$ cat src/rtl/anton_neopixel_stream_pkg.sv
// anton_neopixel_stream_pkg
//   Shared timing defaults and helpers for the WS2812 serialiser running in
//   the clk7mhz domain. All cycle counts are in 7 MHz clocks (~142.9 ns).
//   The state encodings stay local to the top module.
package anton_neopixel_stream_pkg;

  // Last buffer byte streamed per frame: 64 RGB pixels.
  localparam int BUFFER_END_DEFAULT   = 191;
  // One bit slot of 1.286 us.
  localparam int BIT_CYCLES_DEFAULT   = 9;
  // High time for a 0 bit (429 ns).
  localparam int T0H_CYCLES_DEFAULT   = 3;
  // High time for a 1 bit (857 ns).
  localparam int T1H_CYCLES_DEFAULT   = 6;
  // Low time that closes a frame (57 us, longer than the 50 us WS2812 reset).
  localparam int LATCH_CYCLES_DEFAULT = 400;

  // Number of high clocks at the start of a slot for the given bit value.
  function automatic int highCycles(input logic bitValue, input int t0h, input int t1h);
    return bitValue ? t1h : t0h;
  endfunction

endpackage

$ cat src/rtl/anton_neopixel_bit_timer.sv
// anton_neopixel_bit_timer
//   Times one WS2812 bit slot. The slot starts high and drops low after
//   T0H_CYCLES or T1H_CYCLES clocks, depending on bitValue. neoData is a
//   flop, so the line is glitch-free.
// Ports
//   clk7mhz   in   clock
//   resetn    in   synchronous active-low reset
//   start     in   begin a new slot on the next clock; has priority over wrap
//   active    in   a slot is in progress (the owner is in its bit phase)
//   bitValue  in   value of the bit in the current slot (held stable for the slot)
//   neoData   out  registered serial line
//   slotDone  out  last clock of the current slot
module anton_neopixel_bit_timer
  import anton_neopixel_stream_pkg::*;
#(
  parameter int BIT_CYCLES = BIT_CYCLES_DEFAULT,
  parameter int T0H_CYCLES = T0H_CYCLES_DEFAULT,
  parameter int T1H_CYCLES = T1H_CYCLES_DEFAULT
) (
  input  logic clk7mhz,
  input  logic resetn,
  input  logic start,
  input  logic active,
  input  logic bitValue,
  output logic neoData,
  output logic slotDone
);

  localparam int CW = $clog2(BIT_CYCLES);
  localparam logic [CW-1:0] LAST_CYCLE = CW'(BIT_CYCLES - 1);

  logic [CW-1:0] cycleCnt;
  logic [CW-1:0] cycleNext;
  logic [CW-1:0] highLen;

  assign cycleNext = cycleCnt + CW'(1);
  assign highLen   = CW'(highCycles(bitValue, T0H_CYCLES, T1H_CYCLES));
  assign slotDone  = active && (cycleCnt == LAST_CYCLE);

  // neoData is computed one clock ahead from cycleNext, so the registered
  // line lines up with cycleCnt. Every slot begins high (T0H_CYCLES >= 1).
  always_ff @(posedge clk7mhz) begin
    if (!resetn) begin
      cycleCnt <= '0;
      neoData  <= 1'b0;
    end else if (start) begin
      cycleCnt <= '0;
      neoData  <= 1'b1;
    end else if (active && !slotDone) begin
      cycleCnt <= cycleNext;
      neoData  <= (cycleNext < highLen);
    end else begin
      cycleCnt <= '0;
      neoData  <= 1'b0;
    end
  end

endmodule

$ cat src/rtl/anton_neopixel_stream.sv
// anton_neopixel_stream
//   WS2812 serialiser that streams buffer bytes 0..BUFFER_END MSB first as
//   NRZ pulses. Each frame is closed by a low latch period, and pixelsSync
//   pulses on the last latch clock. The next byte is prefetched during the
//   current byte, so only the first byte of a frame pays the 2-clock fetch.
//   Frame length: 2 + (BUFFER_END+1)*8*BIT_CYCLES + LATCH_CYCLES clocks.
//   Legal parameters: T0H_CYCLES < T1H_CYCLES < BIT_CYCLES,
//   BUFFER_END < 16384, LATCH_CYCLES >= 2.
// Ports
//   clk7mhz     in   clock
//   resetn      in   synchronous active-low reset
//   enable      in   1 = stream back to back; 0 = stop after the current frame
//   pixelAddr   out  buffer read address (registered)
//   pixelData   in   buffer read data, valid 1 clock after pixelAddr changes
//   neoData     out  WS2812 serial line (registered)
//   neoState    out  1 while bit slots are driven
//   pixelsSync  out  1-clock pulse on the last latch clock
module anton_neopixel_stream
  import anton_neopixel_stream_pkg::*;
#(
  parameter int BUFFER_END   = BUFFER_END_DEFAULT,
  parameter int BIT_CYCLES   = BIT_CYCLES_DEFAULT,
  parameter int T0H_CYCLES   = T0H_CYCLES_DEFAULT,
  parameter int T1H_CYCLES   = T1H_CYCLES_DEFAULT,
  parameter int LATCH_CYCLES = LATCH_CYCLES_DEFAULT
) (
  input  logic        clk7mhz,
  input  logic        resetn,
  input  logic        enable,
  output logic [13:0] pixelAddr,
  input  logic [7:0]  pixelData,
  output logic        neoData,
  output logic        neoState,
  output logic        pixelsSync
);

  typedef enum logic [1:0] {
    S_IDLE,
    S_FETCH,
    S_BITS,
    S_LATCH
  } state_t;

  localparam int LW = $clog2(LATCH_CYCLES + 1);
  localparam logic [13:0]   ADDR_END   = 14'(BUFFER_END);
  localparam logic [LW-1:0] LATCH_LAST = LW'(LATCH_CYCLES - 1);
  localparam logic [LW-1:0] LATCH_PRE  = LW'(LATCH_CYCLES - 2);

  state_t        state;
  logic [7:0]    shiftReg;
  logic [2:0]    bitCnt;
  logic          fetchCnt;
  logic          lastByte;   // byte in shiftReg came from ADDR_END
  logic [LW-1:0] latchCnt;

  logic          slotDone;
  logic          startSlot;
  logic          frameDone;
  logic [13:0]   nextAddr;

  // The final slot of the frame does not restart the timer, so the line
  // stays low when the FSM moves into the latch period.
  assign frameDone = slotDone && (bitCnt == 3'd0) && lastByte;
  assign startSlot = ((state == S_FETCH) && fetchCnt) ||
                     ((state == S_BITS) && slotDone && !frameDone);
  assign nextAddr  = (pixelAddr == ADDR_END) ? 14'd0 : pixelAddr + 14'd1;

  anton_neopixel_bit_timer #(
    .BIT_CYCLES (BIT_CYCLES),
    .T0H_CYCLES (T0H_CYCLES),
    .T1H_CYCLES (T1H_CYCLES)
  ) uBitTimer (
    .clk7mhz  (clk7mhz),
    .resetn   (resetn),
    .start    (startSlot),
    .active   (state == S_BITS),
    .bitValue (shiftReg[7]),
    .neoData  (neoData),
    .slotDone (slotDone)
  );

  always_ff @(posedge clk7mhz) begin
    if (!resetn) begin
      state      <= S_IDLE;
      shiftReg   <= '0;
      bitCnt     <= '0;
      fetchCnt   <= 1'b0;
      lastByte   <= 1'b0;
      latchCnt   <= '0;
      pixelAddr  <= '0;
      neoState   <= 1'b0;
      pixelsSync <= 1'b0;
    end else begin
      pixelsSync <= 1'b0;
      case (state)
        S_IDLE: begin
          neoState <= 1'b0;
          if (enable) begin
            state     <= S_FETCH;
            pixelAddr <= '0;
            fetchCnt  <= 1'b0;
          end
        end

        // Clock 0 presents the address. On clock 1 the data is back; it is
        // loaded and the address moves on to prefetch the next byte.
        S_FETCH: begin
          fetchCnt <= 1'b1;
          if (fetchCnt) begin
            shiftReg  <= pixelData;
            bitCnt    <= 3'd7;
            lastByte  <= (pixelAddr == ADDR_END);
            pixelAddr <= nextAddr;
            neoState  <= 1'b1;
            state     <= S_BITS;
          end
        end

        S_BITS: begin
          if (slotDone) begin
            if (bitCnt != 3'd0) begin
              shiftReg <= {shiftReg[6:0], 1'b0};
              bitCnt   <= bitCnt - 3'd1;
            end else if (!lastByte) begin
              // The prefetched byte has been stable since early in the
              // previous byte, so there is no gap between bytes.
              shiftReg  <= pixelData;
              bitCnt    <= 3'd7;
              lastByte  <= (pixelAddr == ADDR_END);
              pixelAddr <= nextAddr;
            end else begin
              state    <= S_LATCH;
              neoState <= 1'b0;
              latchCnt <= '0;
            end
          end
        end

        S_LATCH: begin
          latchCnt <= latchCnt + LW'(1);
          // pixelsSync is registered, so it is raised one clock early to
          // land on the last latch clock.
          if (latchCnt == LATCH_PRE)
            pixelsSync <= 1'b1;
          if (latchCnt == LATCH_LAST) begin
            latchCnt  <= '0;
            pixelAddr <= '0;
            fetchCnt  <= 1'b0;
            state     <= enable ? S_FETCH : S_IDLE;
          end
        end

        default: state <= S_IDLE;
      endcase
    end
  end

endmodule
$ cat config.mk
export PLATFORM = sky130hd
export DESIGN_NAME = anton_neopixel_stream
export DESIGN_NICKNAME = d
export VERILOG_FILES = /design/src/rtl/anton_neopixel_stream_pkg.sv /design/src/rtl/anton_neopixel_bit_timer.sv /design/src/rtl/anton_neopixel_stream.sv
export SDC_FILE = /design/constraint.sdc
export NUM_CORES = 1
export LEC_CHECK = 0
export ABC_AREA = 1
export ABC_CLOCK_PERIOD_IN_PS = 4000
export CORE_ASPECT_RATIO = 1.4
export CORE_MARGIN = 2
export CORE_UTILIZATION = 46
export CTS_CLUSTER_DIAMETER = 200
export DETAILED_ROUTE_END_ITERATION = 10
export PLACE_DENSITY = 0.67
export SYNTH_ARGS = -nofsm -noshare
export SYNTH_HDL_FRONTEND = slang
export SYNTH_SLANG_ARGS = --single-unit
$ cat constraint.sdc
create_clock -name clk7mhz -period 4 [get_ports clk7mhz]
set_input_delay 1 -clock clk7mhz [delete_from_list [all_inputs] [get_ports clk7mhz]]
set_output_delay 1 -clock clk7mhz [all_outputs]
set_load 0.1 [all_outputs]
* Word level (Yosys, flattened, before mapping)
Cells that the tools add are included.
Storage, ports and cells: flip-flop bits (word level) 45, bits of input ports 11, logic and storage cells 107
Cells by class: $add $sub $neg 4, magnitude comparators 1, equality and inequality tests 15, muxes and demuxes 48, bitwise logic cells 2, reductions and logical operators 26
Operator list (number):
- $mux W14 | 7
- $pmux W14 S4 | 1
- $mux W9 | 4
- $mux W8 | 4
- $eq A9 B9 Y1 const B | 2
- $pmux W9 S2 | 1
- $pmux W8 S2 | 1
- $mux W3 | 5
- $add A14 B1 Y14 const B | 1
- $eq A14 B8 Y1 const B | 1
- $mux W1 | 14
- $ne A2 B2 Y1 const B | 7
- $mux W2 | 6
- $reduce_and A4 Y1 | 3
- $reduce_and A6 Y1 | 2
- $add A9 B1 Y9 const B | 1
- $reduce_bool A3 Y1 | 3
- $pmux W2 S4 | 1
- $logic_and A1 B1 Y1 | 7
- $pmux W1 S3 | 2
- $pmux W3 S2 | 1
- $reduce_and A5 Y1 | 1
- $add A4 B1 Y4 const B | 1
- $eq A2 B2 Y1 const B | 2
- 15 further kinds | 18

* Longest topological paths before layout
Gate-level depths: netlist of the first run.
depth in word-level cells 8, gate-level depth with buffers 12, depth with buffers taken out 12

* Modules after synthesis
Synthesis of the first run repeated with hierarchy kept, for this count alone.
Unflattened totals: cell total of the unflattened synthesis 390, area, all modules 2626.3 µm²
Modules (own cells, without submodules):
- anton_neopixel_stream | times used 1, cells each 349, area an instance 2343.5 µm²
- anton_neopixel_bit_timer | times used 1, cells each 41, area an instance 282.8 µm²

* Least setup slack after synthesis of the first run
Ideal clock, no wire load.
path type reg2reg, start point register pixelAddr[1], end point register pixelAddr[8], library setup time 0.070 ns, arrival time 2.152 ns, required time 3.930 ns, slack 1.777 ns, cell stages (with the launch flop) 9, buffers on the path 0, period minus slack after synthesis 2.223 ns, cells stage by stage dfxtp_1 > ha_1 > nand2_1 > nor2_1 > nand2_1 > xor2_1 > nor2_1 > nand2_1 > a21oi_1
On the way: longest elaborated chain between the ends 6, elaborated cells on any way between the ends 8, classes of those cells add/sub (1); eq/ne (1); mux (6)
RTL lines:
- start, declared | line anton_neopixel_stream.sv:30 | output logic [13:0] pixelAddr,
- start signal, assigned | line anton_neopixel_stream.sv:113 | pixelAddr <= nextAddr;
- start signal, assigned | line anton_neopixel_stream.sv:130 | pixelAddr <= nextAddr;
- $add A14 B1 Y14 or $eq A14 B8 Y1 (tied branches) | line anton_neopixel_stream.sv:66 | assign nextAddr = (pixelAddr == ADDR_END) ? 14'd0 : pixelAddr + 14'd1;
- $mux W14 * | line anton_neopixel_stream.sv:66
- $mux W14 | line anton_neopixel_stream.sv:124 | end else if (!lastByte) begin
- $mux W14 | line anton_neopixel_stream.sv:121 | if (bitCnt != 3'd0) begin
- $mux W14 | line anton_neopixel_stream.sv:120 | if (slotDone) begin
- $pmux W14 S4 * | line anton_neopixel_stream.sv:95 | case (state)
Mark *: on every way between the ends. The rest lies on a longest branch, timed or not. The select of a mux whose other input is x is not followed. A chain may end at the register's enable or synchronous reset.

* Worst setup path after layout of the first run
start point register pixelAddr[8], end point output pixelAddr[8]
No word-level cell between the ends.

==> run summary, run 1 <==
ROUTE
-----------------------------------------------------------------------------------------
DRC viols                                                                               0
Detailed-route via count                                                             2544
Average routed wire per standard cell                                             12.0 um
DR pass1 iterations                                                                     4
Number of DRC violations after detailed-routing iteration 0                           115
Via count normalized by instance count                                               5.06
Number of nets with antenna violations after routing                                    0
Total Routed Length                                                               6.03 mm

SETUP PATH
-----------------------------------------------------------------------------------------
Maximum fanout along the worst path                                                     7
Setup slack, reg-to-reg                                                           1.93 ns
Largest stage delay on the critical path                                          1.18 ns
Type of origin of the critical path                                             flip-flop
Start-to-end type of the worst setup path                                      reg -> out
Ordered list of cells on the worst path                                      clkdlybuf4s50_1
Critical path data required time                                                  3.00 ns
Critical Path AT                                                                  1.94 ns
CP Capture Type                                                               output port
Family with the most delay on the worst path                                 buffers and inverters
Buffers & Inverters on Critical Path                                                    1
CP max stage cell                                                            sky130_fd_sc_hd__clkdlybuf4s50_1

CTS
-----------------------------------------------------------------------------------------
H-tree Lvls                                                                             2
Number of buffers created by CTS                                                        5
Number of gates resized after cts                                                       0
Hold_buf cts                                                                            0
Setup fix buffers added after clock tree synthesis                                      0
CTS Root Buffer Type                                                         sky130_fd_sc_hd__clkbuf_8
Clock-pin slew on the worst setup and hold paths                                  0.08 ns
Longest Clk Path Bufs                                                                   2
Clock insertion delay at the later pin of the skew report                         0.30 ns
CTS tree                                                                             done
Sink Count                                                                             45

GLOBAL ROUTING
-----------------------------------------------------------------------------------------
Via count of the first global-routing pass                                           2501
First-pass GRT wire length                                                        10.3 mm
Overall routing resource usage                                                      20.6%
Overflow after GRT                                                                      0
Pin count of the biggest net entering global routing                                   21
Number of antenna violations at the first check in global routing                       0

PLACEMENT
-----------------------------------------------------------------------------------------
Placed Instances                                                                      496
Placed wire-length estimate after detailed placement                              4.47 mm
Number of I/O port buffers                                                             27
Cell area reported after detailed placement                                    2980 sq um
Last weighted congestion value of the routability-driven placer                     0.877

FLOORPLANNING
-----------------------------------------------------------------------------------------
Initial Util                                                                        48.2%
Floorplan die area                                                             6460 sq um
Width of the die                                                                  68.5 um
Core region area                                                               5570 sq um
I/O pin total                                                                          28
Cell row count                                                                         32
Vertical die dimension                                                            94.3 um

LAYOUT
-----------------------------------------------------------------------------------------
Fraction of layout instances using a drive strength above 1                         7.36%
Post-layout nets                                                                      460
Final std cell area, no fill                                                   3060 sq um
Diodes inserted                                                                         0
Area Growth Syn to Fin                                                              14.2%
Number of non-filler instances in the completed layout                                503

STATUS
-----------------------------------------------------------------------------------------
Outcome                                                                      finished, final reports clean

SYNTH
-----------------------------------------------------------------------------------------
Yosys warning count                                                                     0
Post-synthesis sequential area ratio                                                33.6%
Post-synthesis net count                                                              434
Top-area cell type share of the netlist area                                        33.6%
Cell accounting for the most synthesized area                                sky130_fd_sc_hd__dfxtp_1
Netlist Area Pre-Place                                                         2680 sq um
Flip-flop and latch count after synthesis                                              45
Mean instance size in the synthesized netlist                                  6.56 sq um
Synth top cells by count                                                     sky130_fd_sc_hd__nand2_1, sky130_fd_sc_hd__nor2_1, sky130_fd_sc_hd__dfxtp_1, sky130_fd_sc_hd__inv_1, sky130_fd_sc_hd__nand3_1
Number of distinct library cells after synthesis                                       30
Proportion of register bits with asynchronous set or reset after synthesis             0%
Main synth FF type                                                           sky130_fd_sc_hd__dfxtp_1
Most common cell in the netlist                                              sky130_fd_sc_hd__nand2_1
Cells after synthesis                                                                 409
Number of flops mapped to enable cells by yosys                                         0
Biggest area contributors in the synthesized netlist                         sky130_fd_sc_hd__dfxtp_1, sky130_fd_sc_hd__nand2_1, sky130_fd_sc_hd__nor2_1

TIMING
-----------------------------------------------------------------------------------------
Final setup fails                                                                       0
Max-slew headroom at the worst pin                                                  34.8%
RSZ-0062 raised after global routing                                                   no
Worst hold slack after final layout                                              0.471 ns
Max frequency                                                                   0.340 GHz
Post-layout minimum cycle time                                                    2.94 ns
Pins over their slew limit                                                              0
Fin. Hold Viols                                                                         0
Worst setup skew after layout                                                  0.00264 ns
Ratio of final minimum period to clock period                                       73.5%
Worst Tran Pin Value                                                             0.975 ns
Final sum of negative setup slack                                                    0 ns

PWR
-----------------------------------------------------------------------------------------
Power density normalized to cell area                                         529 nW/um^2
Worst-case vdd ir drop                                                           0.259 mV
Pleak                                                                          0.00128 uW

MIN PATH
-----------------------------------------------------------------------------------------
Hold Path Class                                                                reg -> reg

RUN
-----------------------------------------------------------------------------------------
Number of maximum-capacitance constraint violations                                     0

[flip-flops by register name (all words and copies together) (netlist names)]
signal / flops
shiftReg: 8
lastByte: 1
state: 2
latchCnt: 9
pixelAddr: 14
fetchCnt: 1
neoState: 1
uBitTimer.neoData: 1
pixelsSync: 1
uBitTimer.cycleCnt: 4
bitCnt: 3
[cell type report]
class	count	area, sq um
inverters	50	188
fillers	565	2500
repair buffers	28	278
clock buffers	7	86.3
multi-input cells	305	1530
flip-flops and latches	45	901
well taps	68	85.1
[stage by stage]
stage	total power (uW)	setup WS [ns]	util, %
2_1_floorplan	1230	1.78	-
3_3_place_gp	1330	1.40	53.5
3_5_place_dp	1350	1.38	53.5
4_1_cts	1630	1.04	55.0
5_1_grt	1740	1.00	55.0
6_report	1620	1.06	55.0
[kinds of logic after synthesis]
logic type,after synthesis,synth area share [%]
AND/OR/NAND/NOR,245,40.5
buffers and inverters,59,9.52
flip-flops,45,33.6
AO/OA/AOI/OAI,42,8.59
adder cells (fa/ha/maj),14,6.53
XOR/XNOR,4,1.31
[final timing paths]
| kind | cells past startpoint | startpoint | end |
|---|---|---|---|
| min reg2reg | 2 | shiftReg[5] | shiftReg[5] |
| max | 1 | pixelAddr[8] | pixelAddr[8] |
| min | 2 | shiftReg[5] | shiftReg[5] |
| max reg2reg | 10 | state[0] | pixelAddr[11] |
[cell usage in the layout, fill, tap and decap left out, drive strengths merged, types with 2 or more instances in the layout]
master | netlist | final
a21oi | 27 | 27
a31oi | 3 | 3
clkbuf | 2 | 7
clkdlybuf4s50 | 0 | 27
dfxtp | 45 | 45
ha | 14 | 14
inv | 50 | 50
nand2 | 119 | 119
nand3 | 33 | 33
nand4 | 10 | 10
nor2 | 68 | 68
nor3 | 10 | 10
o21ai | 10 | 10
or2 | 2 | 2
xor2 | 3 | 3
[power by group]
part | switching [uW] | internal, uW | leakage (uW)
Combinational | 540 | 223 | 0.000870
Clock | 149 | 137 | 0.0000443
Sequential | 49.6 | 523 | 0.000365
[routing by layer]
| layer | share of wire, % | GRT usage [%] | vias up |
|---|---|---|---|
| li1 | - | - | 1343 |
| met4 | 2.2 | 10.7 | 0 |
| met3 | 3.0 | 3.69 | 11 |
| met2 | 51 | 38.1 | 49 |
| met5 | 0 | 0 | - |
| met1 | 43 | 21.0 | 1141 |
No activity file was read; power rests on OpenSTA's default activity.
==> run 2: changes to the inputs <==
--- a/config.mk
+++ b/config.mk
@@ -6,7 +6,7 @@
 export NUM_CORES = 1
 export LEC_CHECK = 0
 export ABC_AREA = 1
-export ABC_CLOCK_PERIOD_IN_PS = 4000
+export ABC_CLOCK_PERIOD_IN_PS = 3100
 export CORE_ASPECT_RATIO = 1.4
 export CORE_MARGIN = 2
 export CORE_UTILIZATION = 46
==> constraint.sdc (replaced) <==
create_clock -name clk7mhz -period 3.1 [get_ports clk7mhz]
set_input_delay 0.775 -clock clk7mhz [delete_from_list [all_inputs] [get_ports clk7mhz]]
set_output_delay 0.775 -clock clk7mhz [all_outputs]
set_load 0.1 [all_outputs]
==> run 2 against run 1 <==
- combinational power up 27%
- worst setup slack worse by 0.050 ns
- core utilization decreased by 0.22 points
- final cell count is 0.20% higher
- die area unchanged
- sequential power rose by 29%
- clock power grew 61%
- routed wire length is 0.85% lower
- highest routed layer unchanged
==> run summary, run 2 (synthesis gave the netlist of run 1 again) <==
STATUS
--------------------------------------------------------------------------------
Outcome                                                             finished, final reports clean

SETUP PATH
--------------------------------------------------------------------------------
Start-to-end type of the worst setup path                              in -> reg
Largest stage delay on the critical path                                 0.48 ns   -0.70 ns
Type of origin of the critical path                                    input pin
Startpoint of the worst-slack reg-to-reg timing path                    state[0]
Crit path from                                                            enable
Critical Path AT                                                         2.28 ns   +0.34 ns
Ordered list of cells on the worst path                             clkdlybuf4s50_1, inv_1, nand2_1, nand3_1, nor2_4, nand2_4, inv_2, nand2_1, nor2_1, nor2_1
Critical path data required time                                         3.29 ns   +0.29 ns
Maximum fanout along the worst path                                           14   +7
CP Capture Type                                                        flip-flop
CP max stage cell                                                   sky130_fd_sc_hd__clkdlybuf4s50_1

LAYOUT
--------------------------------------------------------------------------------
Area of all sequential standard cells                                  901 sq um   unchanged
Fraction of layout instances using a drive strength above 1                11.5%   +4.1 points
Leading cell types in the layout, fill and taps excluded            sky130_fd_sc_hd__nand2_1, sky130_fd_sc_hd__nor2_1, sky130_fd_sc_hd__dfxtp_1
Largest register FFs                                                          14   unchanged
Fillers                                                                      575   +1.8%
Most common library cell in the layout ignoring fill and taps       sky130_fd_sc_hd__nand2_1
Post-layout nets                                                             460   unchanged
Final std cell area, no fill                                          3050 sq um   -0.41%
Largest registers                                                   pixelAddr: 14 flops, latchCnt: 9 flops, shiftReg: 8 flops
Diodes inserted                                                                0   unchanged
Largest Register                                                       pixelAddr
Number of non-filler instances in the completed layout                       504   +0.20%
Area Growth Syn to Fin                                                     13.8%
Multi-input logic area                                                1530 sq um   unchanged

ROUTE
--------------------------------------------------------------------------------
Number of nets with antenna violations after routing                           0   unchanged
DRC viols                                                                      0   unchanged
Via count normalized by instance count                                      5.10   +0.86%
DR pass1 iterations                                                            4   unchanged
Number of DRC violations after detailed-routing iteration 0                  137   +19%
Detailed-route via count                                                    2571   +1.1%
Average routed wire per standard cell                                    11.9 um   -1.0%
Total Routed Length                                                      5.98 mm   -0.85%

CTS
--------------------------------------------------------------------------------
Number of gates resized after cts                                              0   unchanged
Hold_buf cts                                                                   0   unchanged
Longest Clk Path Bufs                                                          2   unchanged
Setup fix buffers added after clock tree synthesis                             0   unchanged
Clock-pin slew on the worst setup and hold paths                         0.09 ns   about the same
CTS Root Buffer Type                                                sky130_fd_sc_hd__clkbuf_8
Number of buffers created by CTS                                               5   unchanged
H-tree Lvls                                                                    2   unchanged
Sink Count                                                                    45   unchanged
CTS tree                                                                    done
Clock insertion delay at the later pin of the skew report                0.29 ns   about the same

PLACEMENT
--------------------------------------------------------------------------------
Number of I/O port buffers                                                    27   unchanged
Cell area reported after detailed placement                           2930 sq um   -1.4%
Placed Instances                                                             496   unchanged
Last weighted congestion value of the routability-driven placer            0.848   -3.3%
Placed wire-length estimate after detailed placement                     4.38 mm   -1.9%

FLOORPLANNING
--------------------------------------------------------------------------------
Initial Util                                                               48.2%   unchanged
I/O pin total                                                                 28   unchanged
Cell row count                                                                32   unchanged
Width of the die                                                         68.5 um   unchanged
Vertical die dimension                                                   94.3 um   unchanged
Core region area                                                      5570 sq um   unchanged
Floorplan die area                                                    6460 sq um   unchanged

TIMING
--------------------------------------------------------------------------------
Max-slew headroom at the worst pin                                         55.9%   +21 points
Worst setup skew after layout                                         0.00614 ns   +0.00350 ns
Fin. Hold Viols                                                                0   unchanged
Worst Tran Pin Value                                                    0.661 ns   -0.314 ns
Final sum of negative setup slack                                           0 ns   unchanged
Final setup fails                                                              0   unchanged
Worst hold slack after final layout                                     0.467 ns   -0.00402 ns
Max frequency                                                          0.479 GHz
Pins over their slew limit                                                     0   unchanged
RSZ-0062 raised after global routing                                          no
Post-layout minimum cycle time                                           2.09 ns
Ratio of final minimum period to clock period                              67.4%

GLOBAL ROUTING
--------------------------------------------------------------------------------
Number of antenna violations at the first check in global routing              0   unchanged
Pin count of the biggest net entering global routing                          21   unchanged
Via count of the first global-routing pass                                  2331   -6.8%
Overflow after GRT                                                             0   unchanged
First-pass GRT wire length                                               10.3 mm   +0.27%
Overall routing resource usage                                             20.3%   -0.26 points

RUN
--------------------------------------------------------------------------------
Number of maximum-capacitance constraint violations                            0   unchanged

PWR
--------------------------------------------------------------------------------
Total power of the final layout                                          2170 uW   +34%
Pleak                                                                 0.00133 uW   +3.8%
Worst-case vdd ir drop                                                  0.302 mV   +17%
Power density normalized to cell area                                711 nW/um^2   +34%

MIN PATH
--------------------------------------------------------------------------------
Hold Path Class                                                       reg -> reg
Hold path startpoint                                                 shiftReg[5]

-- run 2: changes by cell type in the layout (fill, tap and decap cells not counted) --
| cell | before | now |
|---|---|---|
| sky130_fd_sc_hd__clkdlybuf4s50_1 | 27 | 10 |
| sky130_fd_sc_hd__bufinv_16 | 0 | 1 |
| sky130_fd_sc_hd__buf_4 | 1 | 18 |
-- run 2: final timing paths --
kind / to / slack (ns) / depth (start not counted)
min reg2reg: shiftReg[5] / 0.47 / 2
max: pixelAddr[6] / 1.01 / 10
min: shiftReg[5] / 0.47 / 2
max reg2reg: latchCnt[3] / 1.04 / 10
-- run 2: worst max-delay path: cells and delay by family --
kind | cells | cell delay, ns
simple gates | 7 | 0.75
buf+inv | 3 | 0.73
-- run 2: cell type report --
type / instances / share of cell area (%)
multi-input combinational: 305 / 50.0
sequential: 45 / 29.5
timing repair buffer: 28 / 7.71
inverter: 50 / 6.15
clock buffer: 7 / 2.83
tap: 68 / 2.79
clock inverter: 1 / 0.984
-- run 2: through the flow --
stage	setup slack [ns]	utilization [%]
detailed placement	0.707	52.7
floorplan	0.877	-
finish	1.01	54.8
CTS	1.01	54.8
global route	0.809	54.8
global placement	0.743	52.7
-- run 2: per-layer routing --
metal	wire, um	GRT usage [%]
met1	2640	24.9
met2	3120	35.7
met3	161	3.34
met4	53	5.50
met5	0	0
-- run 2: where the power goes --
group          switching [uW]  internal, uW
Combinational             686           281
Clock                     198           263
Sequential               65.6           675
